$ cat config.mk
export PLATFORM = sky130hd
export DESIGN_NAME = umi_credit_tx
export DESIGN_NICKNAME = d
export VERILOG_FILES = /design/src/rtl/umi_credit_pkg.sv /design/src/rtl/umi_credit_counter.sv /design/src/rtl/umi_credit_tx.sv
export SDC_FILE = /design/constraint.sdc
export NUM_CORES = 1
export LEC_CHECK = 0
export BUFFER_PORTS_ARGS = -buffer_cell sky130_fd_sc_hd__buf_2
export CORE_AREA = 3 3 202 204
export DETAILED_ROUTE_END_ITERATION = 8
export DIE_AREA = 0 0 205 207
export PLACE_DENSITY_LB_ADDON = 0.2
export SYNTH_ARGS = -nofsm -noshare
export SYNTH_HDL_FRONTEND = slang
export SYNTH_SLANG_ARGS = --single-unit
$ cat constraint.sdc
create_clock -name clk -period 12.1 [get_ports clk]
set_input_delay 0.605 -clock clk [delete_from_list [all_inputs] [get_ports clk]]
set_output_delay 0.605 -clock clk [all_outputs]
set_load 0.01 [all_outputs]
$ cat src/rtl/umi_credit_pkg.sv
// Shared types and helpers for the UMI credited transmitter.
package umi_credit_pkg;

  typedef logic [31:0] stat_cnt_t;

  // Bits needed to hold a credit count in 0..credits inclusive.
  function automatic int unsigned credit_w(input int unsigned credits);
    return $clog2(credits + 1);
  endfunction

endpackage

$ cat src/rtl/umi_credit_counter.sv
// Saturating up/down credit counter with a sticky overflow flag.
module umi_credit_counter
  import umi_credit_pkg::*;
#(
  parameter int unsigned CREDITS = 8,
  localparam int unsigned CNT_W = credit_w(CREDITS)
) (
  input  logic             clk,
  input  logic             reset,
  input  logic             inc,
  input  logic             dec,
  output logic [CNT_W-1:0] count,
  output logic             overflow
);

  localparam logic [CNT_W-1:0] FULL = CNT_W'(CREDITS);

  logic [CNT_W-1:0] count_q, count_d;
  logic             overflow_q, overflow_d;

  always_comb begin
    count_d    = count_q;
    overflow_d = overflow_q;
    case ({inc, dec})
      2'b10: begin
        // A return beyond the receiver depth is a protocol error: saturate and flag.
        if (count_q == FULL) overflow_d = 1'b1;
        else                 count_d    = count_q + 1'b1;
      end
      2'b01:   count_d = count_q - 1'b1;
      default: ;
    endcase
  end

  always_ff @(posedge clk or posedge reset) begin
    if (reset) begin
      count_q    <= FULL;
      overflow_q <= 1'b0;
    end else begin
      count_q    <= count_d;
      overflow_q <= overflow_d;
    end
  end

  assign count    = count_q;
  assign overflow = overflow_q;

endmodule

$ cat src/rtl/umi_credit_tx.sv
// Credit-based UMI transmitter with a one-entry holding register.
// Optional statistics counters: define UMI_CREDIT_TX_STATS_EN.
module umi_credit_tx
  import umi_credit_pkg::*;
#(
  parameter int unsigned DW      = 64,
  parameter int unsigned CW      = 32,
  parameter int unsigned AW      = 64,
  parameter int unsigned CREDITS = 8,
  localparam int unsigned CNT_W  = credit_w(CREDITS)
) (
  input  logic             clk,
  input  logic             reset,
  input  logic             umi_in_valid,
  input  logic [CW-1:0]    umi_in_cmd,
  input  logic [AW-1:0]    umi_in_dstaddr,
  input  logic [AW-1:0]    umi_in_srcaddr,
  input  logic [DW-1:0]    umi_in_data,
  output logic             umi_in_ready,
  output logic             umi_out_valid,
  output logic [CW-1:0]    umi_out_cmd,
  output logic [AW-1:0]    umi_out_dstaddr,
  output logic [AW-1:0]    umi_out_srcaddr,
  output logic [DW-1:0]    umi_out_data,
  input  logic             credit_return,
  output logic [CNT_W-1:0] credit_count,
  output logic             credit_overflow,
  output logic [31:0]      stat_flits,
  output logic [31:0]      stat_stalls
);

  logic          hold_valid_q, hold_valid_d;
  logic [CW-1:0] hold_cmd_q, hold_cmd_d;
  logic [AW-1:0] hold_dst_q, hold_dst_d;
  logic [AW-1:0] hold_src_q, hold_src_d;
  logic [DW-1:0] hold_data_q, hold_data_d;

  logic credit_zero;
  logic send;
  logic accept;

  assign credit_zero  = (credit_count == '0);
  assign send         = hold_valid_q && !credit_zero;
  assign umi_in_ready = !hold_valid_q || send;
  assign accept       = umi_in_valid && umi_in_ready;

  always_comb begin
    hold_valid_d = hold_valid_q;
    hold_cmd_d   = hold_cmd_q;
    hold_dst_d   = hold_dst_q;
    hold_src_d   = hold_src_q;
    hold_data_d  = hold_data_q;
    if (accept) begin
      hold_valid_d = 1'b1;
      hold_cmd_d   = umi_in_cmd;
      hold_dst_d   = umi_in_dstaddr;
      hold_src_d   = umi_in_srcaddr;
      hold_data_d  = umi_in_data;
    end else if (send) begin
      hold_valid_d = 1'b0;
    end
  end

  always_ff @(posedge clk or posedge reset) begin
    if (reset) hold_valid_q <= 1'b0;
    else       hold_valid_q <= hold_valid_d;
  end

  // Payload needs no reset: it is only observed alongside hold_valid.
  always_ff @(posedge clk) begin
    hold_cmd_q  <= hold_cmd_d;
    hold_dst_q  <= hold_dst_d;
    hold_src_q  <= hold_src_d;
    hold_data_q <= hold_data_d;
  end

  assign umi_out_valid   = send;
  assign umi_out_cmd     = hold_cmd_q;
  assign umi_out_dstaddr = hold_dst_q;
  assign umi_out_srcaddr = hold_src_q;
  assign umi_out_data    = hold_data_q;

  umi_credit_counter #(
    .CREDITS (CREDITS)
  ) u_credit_counter (
    .clk      (clk),
    .reset    (reset),
    .inc      (credit_return),
    .dec      (send),
    .count    (credit_count),
    .overflow (credit_overflow)
  );

`ifdef UMI_CREDIT_TX_STATS_EN
  stat_cnt_t stat_flits_q, stat_flits_d;
  stat_cnt_t stat_stalls_q, stat_stalls_d;

  always_comb begin
    stat_flits_d  = stat_flits_q + stat_cnt_t'(send);
    stat_stalls_d = stat_stalls_q + stat_cnt_t'(hold_valid_q && credit_zero);
  end

  always_ff @(posedge clk or posedge reset) begin
    if (reset) begin
      stat_flits_q  <= '0;
      stat_stalls_q <= '0;
    end else begin
      stat_flits_q  <= stat_flits_d;
      stat_stalls_q <= stat_stalls_d;
    end
  end

  assign stat_flits  = stat_flits_q;
  assign stat_stalls = stat_stalls_q;
`else
  assign stat_flits  = '0;
  assign stat_stalls = '0;
`endif

endmodule

Word level (Yosys, flattened, before mapping):

Cells that the tools add are included.

* output and inout port bits: 295
* bits of input ports: 228
* register bits: 230
* word-level logic and storage cells: 27

* equal/unequal tests: 4
* reduce and logical (&&, ||, !) cells: 10
* add/subtract/negate cells: 2
* mux-type cells: 4

Operators by type and width (count)
* $pmux W4 S2: 1
* $add A4 B1 Y4 const B: 1
* $eq A4 B4 Y1 const B: 1
* $logic_not A4 Y1: 1
* $mux W4: 1
* $reduce_and A2 Y1: 2
* $reduce_bool A2 Y1: 2
* $sub A4 B1 Y4 const B: 1
* $eq A2 B1 Y1 const B: 1
* $eq A2 B2 Y1 const B: 1
* $logic_and A1 B1 Y1: 2
* $logic_not A1 Y1: 2
* $mux W1: 2
* $ne A2 B2 Y1 const B: 1
* $logic_or A1 B1 Y1: 1

Depth between registers and ports, before layout:

Gate-level depths: netlist of the first run.

* depth after elaboration: 6
* depth in mapped cells: 8
* mapped depth without buffers: 7

Modules after synthesis:

Synthesis of the first run repeated with hierarchy kept, for this count alone.

* cells, all modules: 324
* area, all modules: 7583.5 µm²

Modules (own cells, without submodules)
* umi_credit_tx: area an instance 7277.0 µm², instances 1, sequential area each 6751.5 µm², cells an instance 296
* umi_credit_counter: area an instance 306.5 µm², instances 1, sequential area each 126.4 µm², cells an instance 28

Worst setup path before layout of the first run:

Ideal clock, no wire load.

* path kind: flip-flop to flip-flop
* start point: register u_credit_counter.count_q[3] (netlist: u_credit_counter.count[3])
* end point: register hold_cmd_q[0] (netlist: umi_out_cmd[0]) (enable)
* data arrival time: 6.036 ns
* clock period less this slack: 6.650 ns
* setup time: 0.614 ns
* cell stages (with the launch flop): 5
* required time: 11.486 ns
* path buffers: 1
* slack: 5.450 ns
* cell sequence: dfstp_2 buf_4 nor4_1 nand2_1 and2_1

* longest elaborated chain between the ends: 5

Ends and longest elaborated chain
* start: declaration: RTL line umi_credit_counter.sv:18 `logic [CNT_W-1:0] count_q, count_d;`
* start signal: assignment: RTL line umi_credit_counter.sv:40 `count_q <= count_d;`
* $logic_not A4 Y1: RTL line umi_credit_tx.sv:42 `assign credit_zero = (credit_count == '0);`
* $logic_not A1 Y1: RTL line umi_credit_tx.sv:43 `assign send = hold_valid_q && !credit_zero;`
* $logic_and A1 B1 Y1: RTL line umi_credit_tx.sv:43
* $logic_or A1 B1 Y1: RTL line umi_credit_tx.sv:44 `assign umi_in_ready = !hold_valid_q || send;`
* net umi_in_ready: RTL line umi_credit_tx.sv:19 `output logic umi_in_ready,`
* $logic_and A1 B1 Y1: RTL line umi_credit_tx.sv:45 `assign accept = umi_in_valid && umi_in_ready;`
* net accept: RTL line umi_credit_tx.sv:40 `logic accept;`
* end signal: assignment: RTL line umi_credit_tx.sv:71 `hold_cmd_q <= hold_cmd_d;`
* end: declaration: RTL line umi_credit_tx.sv:33 `logic [CW-1:0] hold_cmd_q, hold_cmd_d;`

The timed path passes the listed nets, and every way through them passes these cells.
A chain may end at the register's enable or synchronous reset.

Worst setup path in the final report of the first run:

* start point: register u_credit_counter.count_q[1] (netlist: u_credit_counter.count[1])
* end point: register hold_data_q[57] (netlist: umi_out_data[57]) (enable)

* longest elaborated chain between the ends: 5

Ends and longest elaborated chain
* $logic_not A4 Y1: RTL line umi_credit_tx.sv:42
* $logic_not A1 Y1: RTL line umi_credit_tx.sv:43
* $logic_and A1 B1 Y1: RTL line umi_credit_tx.sv:43
* $logic_or A1 B1 Y1: RTL line umi_credit_tx.sv:44
* $logic_and A1 B1 Y1: RTL line umi_credit_tx.sv:45
* net accept: RTL line umi_credit_tx.sv:40
* end signal: assignment: RTL line umi_credit_tx.sv:74 `hold_data_q <= hold_data_d;`
* end: declaration: RTL line umi_credit_tx.sv:36 `logic [DW-1:0] hold_data_q, hold_data_d;`

The timed path passes the listed nets, and every way through them passes these cells.

==> results of run 1 <==
## path summary, 6_finish.rpt
kind	end	slack, ns	from	cells after the start
max	umi_out_data[57]	8.94	u_credit_counter.count[1]	4
min	umi_out_data[49]	0.24	umi_in_data[49]	1
max reg2reg	umi_out_data[57]	8.94	u_credit_counter.count[1]	4
min reg2reg	u_credit_counter.overflow	0.49	u_credit_counter.overflow	1
max in group asynchronous	u_credit_counter.count[3]	11.30	reset	3
min in group asynchronous	u_credit_counter.count[0]	0.54	reset	3
## per-stage QoR
step,power [mW],worst slack [ns]
6_report,2.16,8.94
5_1_grt,2.27,8.63
4_1_cts,2.21,8.86
3_5_place_dp,1.39,8.88
3_3_place_gp,1.39,8.92
2_1_floorplan,1.25,5.45
## area by class of cell
cell class	count	area (um^2)	share of cell area
Inverter	4	15.0	0.00133
Timing Repair Buffer	461	2320	0.206
Clock buffer	28	679	0.0603
Sequential cell	230	6880	0.610
Tap cell	525	657	0.0583
Multi-Input combinational cell	103	532	0.0472
Clock inverter	21	191	0.0170
## placed cells by master, fill, tap and decap left out, drive strengths merged, types with 2 or more instances in the layout
| cell | instances |
|---|---|
| clkinv | 12 |
| a221oi | 4 |
| clkinvlp | 4 |
| nand2 | 3 |
| nor3 | 3 |
| edfxtp | 224 |
| nor2 | 3 |
| nand2b | 2 |
| buf | 460 |
| clkbuf | 28 |
| bufinv | 3 |
| inv | 6 |
| dfrtp | 5 |
| conb | 64 |
| nor2b | 3 |
| o311ai | 2 |
## power breakdown
| group | switching [mW] | internal, mW | leakage, nW | total [mW] |
|---|---|---|---|---|
| logic | 0.197 | 0.116 | 2.13 | 0.313 |
| clock network | 0.327 | 0.471 | 0.421 | 0.798 |
| registers | 0.0422 | 1.01 | 2.25 | 1.05 |
| total | 0.565 | 1.60 | 4.80 | 2.16 |
## state kept, by name (all words and copies together), names as in the netlist
signal / cells
umi_out_dstaddr: 64
hold_valid_q: 1
umi_out_data: 64
u_credit_counter.count: 4
umi_out_cmd: 32
umi_out_srcaddr: 64
u_credit_counter.overflow: 1
## metal layers
layer  track usage  part of all wire
met2         0.201              0.54
met4        0.0339             0.025
met1        0.0971              0.31
met5             0            0.0052
met3        0.0503              0.12
## Yosys cell counts (2+ instances only)
master,instances
dfrtp_1,5
nor2b_1,3
a221oi_1,4
nor3_1,3
buf_2,5
inv_1,4
edfxtp_1,224
nor2_1,3
nand2_1,3
buf_4,65
nand2b_1,2
## logic make-up after synthesis
group / Yosys count
mux: 1
other cells: 1
fa+ha+maj: 1
flops: 230
buf+inv: 74
compound gates: 14
simple gates: 23
==> results.md, run 1 <==
* Top delay family on crit path: simple AND/OR/NAND/NOR gates
* Aggregate global routing overflow at 0
* YS warnings at 0
* Routed wire per std cell at between 15 and 20 um
* Final setup viols at 0
* Routed WL at 24,400 um
* Area after DPL at 0.0104 mm^2
* Setup Total Neg Slack at 0 ns
* Pleak at roughly 4.8 nW
* CP max stage delay at 0.92 ns
* Postcts setup bufs at 0
* Mux share of post-synthesis cell area at 0.00146
* #FFs+latches synth at between 200 and 250
* Highest clock rate at 317 MHz
* H-tree levels at 1
* CTS buffer count at 27
* Crit path cell chain: nor4_1, nand2_1, and2_4, buf_4
* Critical Path Fanout Max at 85
* Final Cycle Share at 0.261
* Num ports at roughly 520
* Final Net Count at 1,056
* Simple-Gate Fraction of Synth Area at 0.0184
* Compound-Gate Fraction of Synth Area at 0.0161
* Min Tclk post-route at 3.16 ns
* Ratio of cells with drive above 1 in the final layout at 0.602
* Critical path data required time at 12.25 ns
* Via density at 3.51
* DP HPWL at 18,900 um
* Ys flop type: edfxtp_1
* Post-synth top area share at 0.874
* WHS at 0.238 ns
* Post-DRT Antenna Nets at 0
* Buf/Inv on CP at 1
* Drt first pass iters at 4
* DRC violations left at 0
* Die Wd at 205 um
* Syn Inst Count at 344
* Max_cap viols at 0
* Initial antenna violation count at 10
* Initial core utilization at 0.195
* Layout area overhead at 46.4%
* Post-Place Cells at 1,322
* FP Rows at 73
* Yosys cell types at 34
* Sequential share of the synthesized area at 0.893
* Vias in the first global route at 4,606
* RSZ-0062 raised after global routing: no
* Clock sink total at 230
* Fillcell total at 4,105
* Clk buf depth at 3
* Worst-path clk slew at ~0.06 ns
* Die Span Y at 207 um
* Hold_buf cts at 1
* N_diodes at 0
* First-pass GRT wire length at 32,600 um
* Peak supply drop at 0.0943 mV
* Area contributors post-synth: edfxtp_1, buf_4, dfrtp_1, a221oi_1, dfstp_2
* Post-Syn Area at 0.00770 mm^2
* GPL Wtd Cong at roughly 0.76
* Rel. slew slack at 0.249
* PortBufs at 458
* Crit path kind: flop to flop
* Clk Latency, worst-skew pair at 0.53 ns
* CP Capture Type: flop
* Largest net degree at the start of global routing at 86
* Post-synthesis xor/xnor area fraction at 0
* Startpoint types: flop
* Via count at 4,811
* Post-CTS sizing at 0
* Worst-Margin Slew at 1.13 ns
* Fin util at 0.286
* Post-Synth Adder-Cell Area at 0.00163
* Final hold violation count at 0
* Max-slew violation count at 0
* Critical Path AT at 3.31 ns
* Post-synth EDFFs at about 220
* Syn_area_per_cell at 22.4 um^2
* Biggest area consumer among synthesized cells: edfxtp_1
* GRT Total Usage at 0.106
* Finished Layout Cells at 1,372
* Synth async-reset ratio at 0.0261
* Clk_skew at 0.00761 ns
* Die footprint at 0.0424 mm^2
* PD cells at 192 mW/mm^2
* Placeable core area at 0.0395 mm^2
* Largest family of logic cells by synthesized area: buffers and inverters
* TritonCTS clock tree: built
* Critical-path top delay cell: buf_4
* Post-route cell area at 0.0113 mm^2
* Status: completed
* Initial drt markers at 227
* Min-Delay Path Class: input port to flop
* Clk root buf: clkbuf_16
No activity file was read; power rests on OpenSTA's default activity.
==> inputs of run 2 (changes only) <==
==> constraint.sdc (replaced) <==
create_clock -name clk -period 3.1 [get_ports clk]
set_input_delay 0.155 -clock clk [delete_from_list [all_inputs] [get_ports clk]]
set_output_delay 0.155 -clock clk [all_outputs]
set_load 0.01 [all_outputs]
==> results.md, run 2 (same netlist as run 1, synthesis figures left out) <==
* Status: completed
* Routed WL at 25,800 um (+5.6%)
* Clock sink total at 230 (unchanged)
* Worst-Margin Slew at 0.715 ns (-0.411 ns)
* Final hold violation count at 0 (unchanged)
* CTS buffer count at 26 (-3.7%)
* Most frequent cells in the layout: buf_2, dlygate4sd3_1, edfxtp_1
* Rel. slew slack at 0.523 (+0.274)
* Crit path kind: flop to flop
* WHS at 0.0504 ns (-0.187 ns)
* Initial antenna violation count at 0 (-10)
* Final Net Count at 1,284 (+22%)
* Post-Place Cells at 1,326 (+0.30%)
* Clk root buf: clkbuf_16
* GRT Total Usage at 0.113 (+0.00767)
* Peak supply drop at 0.494 mV (+420%)
* Hold Path End: u_credit_counter.count[3]
* Power Total at 8.33 mW (+290%)
* Post-route cell area at 0.0135 mm^2 (+20%)
* Setup Total Neg Slack at 0 ns (unchanged)
* Place WS at 0.821 ns (-8.06 ns)
* Fillcell total at 3,890 (-5.2%)
* Reg-to-reg critical path endpoint: u_credit_counter.count[2]
* Final setup viols at 0 (unchanged)
* Reg area at 0.00688 mm^2 (unchanged)
* Finished Layout Cells at 1,597 (+16%)
* Critical path data required time at 3.49 ns (-8.76 ns)
* R2R Path Start: hold_valid_q
* Via count at 5,588 (+16%)
* Ratio of cells with drive above 1 in the final layout at 0.471 (-0.131)
* Min-Delay Path Class: input port to flop
* Pleak at 5.72 nW (+19%)
* CP Capture Type: flop
* Leading cell type in the layout, fill and taps excluded: buf_2
* Final WS setup at 0.812 ns (-8.13 ns)
* PD cells at 618 mW/mm^2 (+220%)
* FP Rows at 73 (unchanged)
* Min Tclk post-route at 2.29 ns (-0.871 ns)
* DP HPWL at 18,700 um (-0.71%)
* Area after DPL at 0.0105 mm^2 (+0.89%)
* RSZ-0062 raised after global routing: no
* Aggregate global routing overflow at 0 (unchanged)
* Vias in the first global route at 5,815 (+26%)
* R2R Setup Slk at 0.81 ns (-8.13 ns)
* Initial core utilization at 0.195 (unchanged)
* Placeable core area at 0.0395 mm^2 (unchanged)
* Max_cap viols at 0 (unchanged)
* Final Cycle Share at 0.738 (+0.477)
* R2R cell count at 6 (+2)
* Postcts setup bufs at 0 (unchanged)
* Critical Path AT at 2.68 ns (-0.63 ns)
* WHS Path Cells at 3 (+2)
* PortBufs at 458 (unchanged)
* Largest net degree at the start of global routing at 46 (-47%)
* H-tree levels at 1 (unchanged)
* N_diodes at 0 (unchanged)
* Critical Path Fanout Max at 12 (-86%)
* Die Wd at 205 um (unchanged)
* Via density at 3.50 (-0.21%)
* Clk Latency, worst-skew pair at 0.53 ns (about the same)
* Num ports at 523 (unchanged)
* Clk_skew at 0.00585 ns (-0.00175 ns)
* Min-Delay Startpoint: credit_return
* Highest clock rate at 437 MHz (+38%)
* Initial drt markers at 232 (+2.2%)
* DRC violations left at 0 (unchanged)
* Routed wire per std cell at 16.1 um (-9.3%)
* Worst-path clk slew at 0.06 ns (about the same)
* Fin util at 0.342 (+0.0562)
* First-pass GRT wire length at 36,400 um (+11%)
* Area occupied by multi-input gates at 532 um^2 (unchanged)
* Drt first pass iters at 4 (unchanged)
* Clk buf depth at 3 (unchanged)
* Startpoint types: flop
* GPL Wtd Cong at 0.737 (-3.2%)
* Post-DRT Antenna Nets at 0 (unchanged)
* Layout area overhead at 75.2%
* Die Span Y at 207 um (unchanged)
* TritonCTS clock tree: built
* Die footprint at 0.0424 mm^2 (unchanged)
* Max-slew violation count at 0 (unchanged)
run 2: layer usage:
layer / up-vias / wire [um] / global-route usage
li1: 2615 / - / -
met1: 2654 / 8830 / 0.116
met2: 284 / 13900 / 0.217
met3: 35 / 2280 / 0.0343
met4: 0 / 747 / 0.0358
met5: - / 0 / 0
run 2: power breakdown:
group	internal, mW	total (mW)	switching [mW]
Clock	1.53	2.71	1.18
Combinational	0.683	1.52	0.839
Sequential	3.93	4.10	0.175
Total	6.14	8.33	2.19
run 2: area by class of cell:
type,count,share of cell area
Sequential cell,230,0.510
Timing Repair Buffer,690,0.346
Clock buffer,33,0.0502
Tap cell,525,0.0487
Multi-Input combinational cell,103,0.0394
Clock inverter,12,0.00492
Inverter,4,0.00111
run 2: how the worst max path moves through the flow:
stage,from,end,slack [ns],cells after the start
3_3_place_gp,hold_valid_q,u_credit_counter.count[2],0.90,6
2_1_floorplan,u_credit_counter.count[3],umi_out_cmd[0],0.16,4
4_1_cts,hold_valid_q,u_credit_counter.count[2],0.80,6
6_report,hold_valid_q,u_credit_counter.count[2],0.81,6
5_1_grt,hold_valid_q,u_credit_counter.count[2],0.71,6
3_5_place_dp,hold_valid_q,u_credit_counter.count[2],0.82,6
run 2: what timing repair did:
action / in CTS / in global routing
setup endpoints to repair: 0 / 0
hold endpoints to repair: 231 / 0
hold buffers: 226 / 0
resized for setup: 0 / 0
run 2: critical path: stages (launching register included):
cell	delay, ns
dfrtp_1	0.58
nor2b_1	0.27
mux2_2	0.36
ha_1	0.21
or4b_4	0.51
o211ai_2	0.10
o311ai_2	0.12
==> inputs of run 3 (changes only) <==
--- a/config.mk
+++ b/config.mk
@@ -5,10 +5,11 @@
 export SDC_FILE = /design/constraint.sdc
 export NUM_CORES = 1
 export LEC_CHECK = 0
+export ABC_AREA = 1
 export BUFFER_PORTS_ARGS = -buffer_cell sky130_fd_sc_hd__buf_2
-export CORE_AREA = 3 3 202 204
+export CORE_AREA = 3 3 201 203
 export DETAILED_ROUTE_END_ITERATION = 8
-export DIE_AREA = 0 0 205 207
+export DIE_AREA = 0 0 204 206
 export PLACE_DENSITY_LB_ADDON = 0.2
 export SYNTH_ARGS = -nofsm -noshare
 export SYNTH_HDL_FRONTEND = slang
==> constraint.sdc (replaced) <==
create_clock -name clk -period 2.21 [get_ports clk]
set_input_delay 0.1105 -clock clk [delete_from_list [all_inputs] [get_ports clk]]
set_output_delay 0.1105 -clock clk [all_outputs]
set_load 0.01 [all_outputs]
==> results.md, run 3 <==
* FP Rows at 72 (-1.4%)
* CP Capture Type: flop
* Ratio of cells with drive above 1 in the final layout at 0.477 (+0.00598)
* Critical Path Fanout Max at 87 (+75)
* PD cells at 859 mW/mm^2 (+39%)
* Clk buf depth at 3 (unchanged)
* Drt first pass iters at 5 (+1)
* Crit path cell chain: nor2_2, nand3_2, nand2_2, clkinvlp_4, buf_12
* Met3 Track Usage GR at 0.0422 (+0.00795)
* Min Tclk post-route at 1.79 ns (-0.494 ns)
* Crit path kind: flop to flop
* Place WS at 0.442 ns (-0.380 ns)
* Peak supply drop at 0.639 mV (+29%)
* CTS buffer count at 27 (+3.8%)
* TritonCTS clock tree: built
* Post-CTS sizing at 0 (unchanged)
* Buf/Inv on CP at 2 (+2)
* Biggest area consumer among synthesized cells: edfxtp_1
* Met2 GRT Util at 0.193 (-0.0244)
* Final WS setup at 0.416 ns (-0.396 ns)
* Initial core utilization at 0.197 (+0.00238)
* Most frequent cells in the layout: buf_2, dlygate4sd3_1, edfxtp_1
* Vias in the first global route at 5,858 (+0.74%)
* Max-slew violation count at 0 (unchanged)
* #FFs+latches synth at 230 (unchanged)
* Clk_skew at 0.0193 ns (+0.0135 ns)
* Post-Syn Area at 0.00763 mm^2 (-0.86%)
* DRC violations left at 0 (unchanged)
* Via count at 5,523 (-1.2%)
* Post-synth top area share at 0.881 (+0.00759)
* Final Cycle Share at 0.812 (+0.0738)
* Grt met1 use at 0.107 (-0.00900)
* Die Wd at 204 um (-0.49%)
* Final hold violation count at 0 (unchanged)
* Pleak at 5.86 nW (+2.3%)
* Postcts setup bufs at 0 (unchanged)
* Ys flop type: edfxtp_1
* Highest clock rate at 557 MHz (+28%)
* Syn_area_per_cell at 21.9 um^2 (-2.0%)
* Post-synth EDFFs at 224 (unchanged)
* Final Net Count at 1,298 (+1.1%)
* Area contributors post-synth: edfxtp_1, buf_4, dfrtp_1, nand2_1, inv_1
* YS warnings at 0 (unchanged)
* PortBufs at 458 (unchanged)
* Status: completed
* Top delay family on crit path: flip-flops
* Post-DRT Antenna Nets at 0 (unchanged)
* Max_cap viols at 0 (unchanged)
* Post-synth top cells: edfxtp_1, buf_4, nand2_1, inv_1, nand3_1
* Num ports at 523 (unchanged)
* Clk root buf: clkbuf_16
* Routed wire per std cell at 14.9 um (-7.3%)
* Post-Place Cells at 1,330 (+0.30%)
* Fin util at 0.351 (+0.00924)
* GRT Total Usage at 0.104 (-0.00880)
* Critical path data required time at 2.39 ns (-1.10 ns)
* Clk Latency, worst-skew pair at 0.56 ns (+0.03 ns)
* Sequential share of the synthesized area at 0.901 (+0.00776)
* Min-Delay Path Class: input port to flop
* GPL Wtd Cong at 0.730 (-1.0%)
* Initial drt markers at 164 (-29%)
* Worst-Margin Slew at 0.519 ns (-0.196 ns)
* Largest net degree at the start of global routing at 88 (+91%)
* Leading cell type in the layout, fill and taps excluded: buf_2
* Die Span Y at 206 um (-0.48%)
* Worst-path clk slew at 0.06 ns (about the same)
* DP HPWL at 17,600 um (-6.3%)
* Global routing's busiest layer: met2
* Top-count cell post-synth: edfxtp_1
* Startpoint types: flop
* Power Total at 11.6 mW (+40%)
* Die footprint at 0.0420 mm^2 (-0.97%)
* Clock sink total at 230 (unchanged)
* H-tree levels at 1 (unchanged)
* Layout area overhead at 77.8%
* First-pass GRT wire length at 33,800 um (-7.1%)
* Critical Path AT at 1.97 ns (-0.71 ns)
* Via density at 3.43 (-2.0%)
* Finished Layout Cells at 1,610 (+0.81%)
* Routed WL at 24,100 um (-6.6%)
* Initial antenna violation count at 3 (+3)
* Yosys cell types at 20 (-41%)
* Final setup viols at 0 (unchanged)
* CP max stage delay at 0.59 ns (about the same)
* Rel. slew slack at 0.654 (+0.131)
* Critical-path top delay cell: dfstp_2
* Aggregate global routing overflow at 0 (unchanged)
* RSZ-0062 raised after global routing: no
* Syn Inst Count at 348 (+1.2%)
* Synth async-reset ratio at 0.0261 (unchanged)
* Placeable core area at 0.0386 mm^2 (-2.1%)
-- run 3: changes by cell type in the layout (fill, tap and decap cells not counted), moves of 3 or more --
cell      previous run  this run
clkinv_1             4         9
nand2_2              0         5
a221oi_1             4         0
nand2_1              3        14
inv_1                4        10
nand3_1              0         5
nor3_1               3         0
nor2b_1              3         0
clkbuf_1             7         2
nor2_2               0         3
-- run 3: cell families after synthesis --
family	Yosys count	synth area share
buffers and inverters	76	0.0689
other	1	0.000491
flip-flops	230	0.901
XOR/XNOR	2	0.00230
AO/OA/AOI/OAI	4	0.00328
adder cells (fa/ha/maj)	1	0.00164
AND/OR/NAND/NOR	34	0.0223
-- run 3: final cells by class --
| cell class | count | area, um^2 |
|---|---|---|
| antenna | 2 | 5.00 |
| inverter | 12 | 48.8 |
| multi-input combinational | 105 | 475 |
| timing repair buffer | 693 | 4680 |
| sequential | 230 | 6880 |
| clock inverter | 21 | 150 |
| fill | 3773 | 25100 |
| clock buffer | 29 | 683 |
| tap | 518 | 648 |
-- run 3: report_power, final --
part	switching [mW]	total, mW	internal, mW
logic	1.05	1.92	0.873
registers	0.169	5.55	5.38
clock network	1.81	4.18	2.37
-- run 3: metrics by stage --
| stage | setup TNS (ns) | hold WS (ns) | instance area [um^2] |
|---|---|---|---|
| 2_1_floorplan | -532.34 | -0.0993 | 7880 |
| 3_3_place_gp | 0 | 0.0681 | 10400 |
| 3_5_place_dp | 0 | 0.0649 | 10400 |
| 4_1_cts | 0 | 0.204 | 13600 |
| 6_report | 0 | 0.253 | 13600 |
| 5_1_grt | 0 | 0.217 | 13600 |
-- run 3: path summary, 6_finish.rpt --
path	start	end	slack, ns	cells after the start
min in group asynchronous	reset	hold_valid_q	0.59	4
hold reg to reg	u_credit_counter.overflow	u_credit_counter.overflow	0.49	1
max in group asynchronous	reset	u_credit_counter.count[3]	1.36	4
hold / removal	umi_in_dstaddr[50]	umi_out_dstaddr[50]	0.25	2
setup reg to reg	u_credit_counter.count[3]	umi_out_srcaddr[62]	0.42	5
setup / recovery	u_credit_counter.count[3]	umi_out_srcaddr[62]	0.42	5
-- run 3: worst register-to-register path: cells and delay by family (launching register included) --
kind	cells	cell delay (ns)
DFF	1	0.59
and+or+nand+nor	3	0.25
buffers and inverters	2	0.46
-- run 3: per-layer routing --
| layer | vias up | wire (um) |
|---|---|---|
| li1 | 2618 | - |
| met1 | 2569 | 8240 |
| met2 | 284 | 12700 |
| met3 | 50 | 2260 |
| met4 | 2 | 797 |
| met5 | - | 13 |
-- run 3: what timing repair did --
action                                  CTS  global route
hold endpoints to repair                236             0
hold buffers                            228             0
endpoints found under the setup margin    0             0
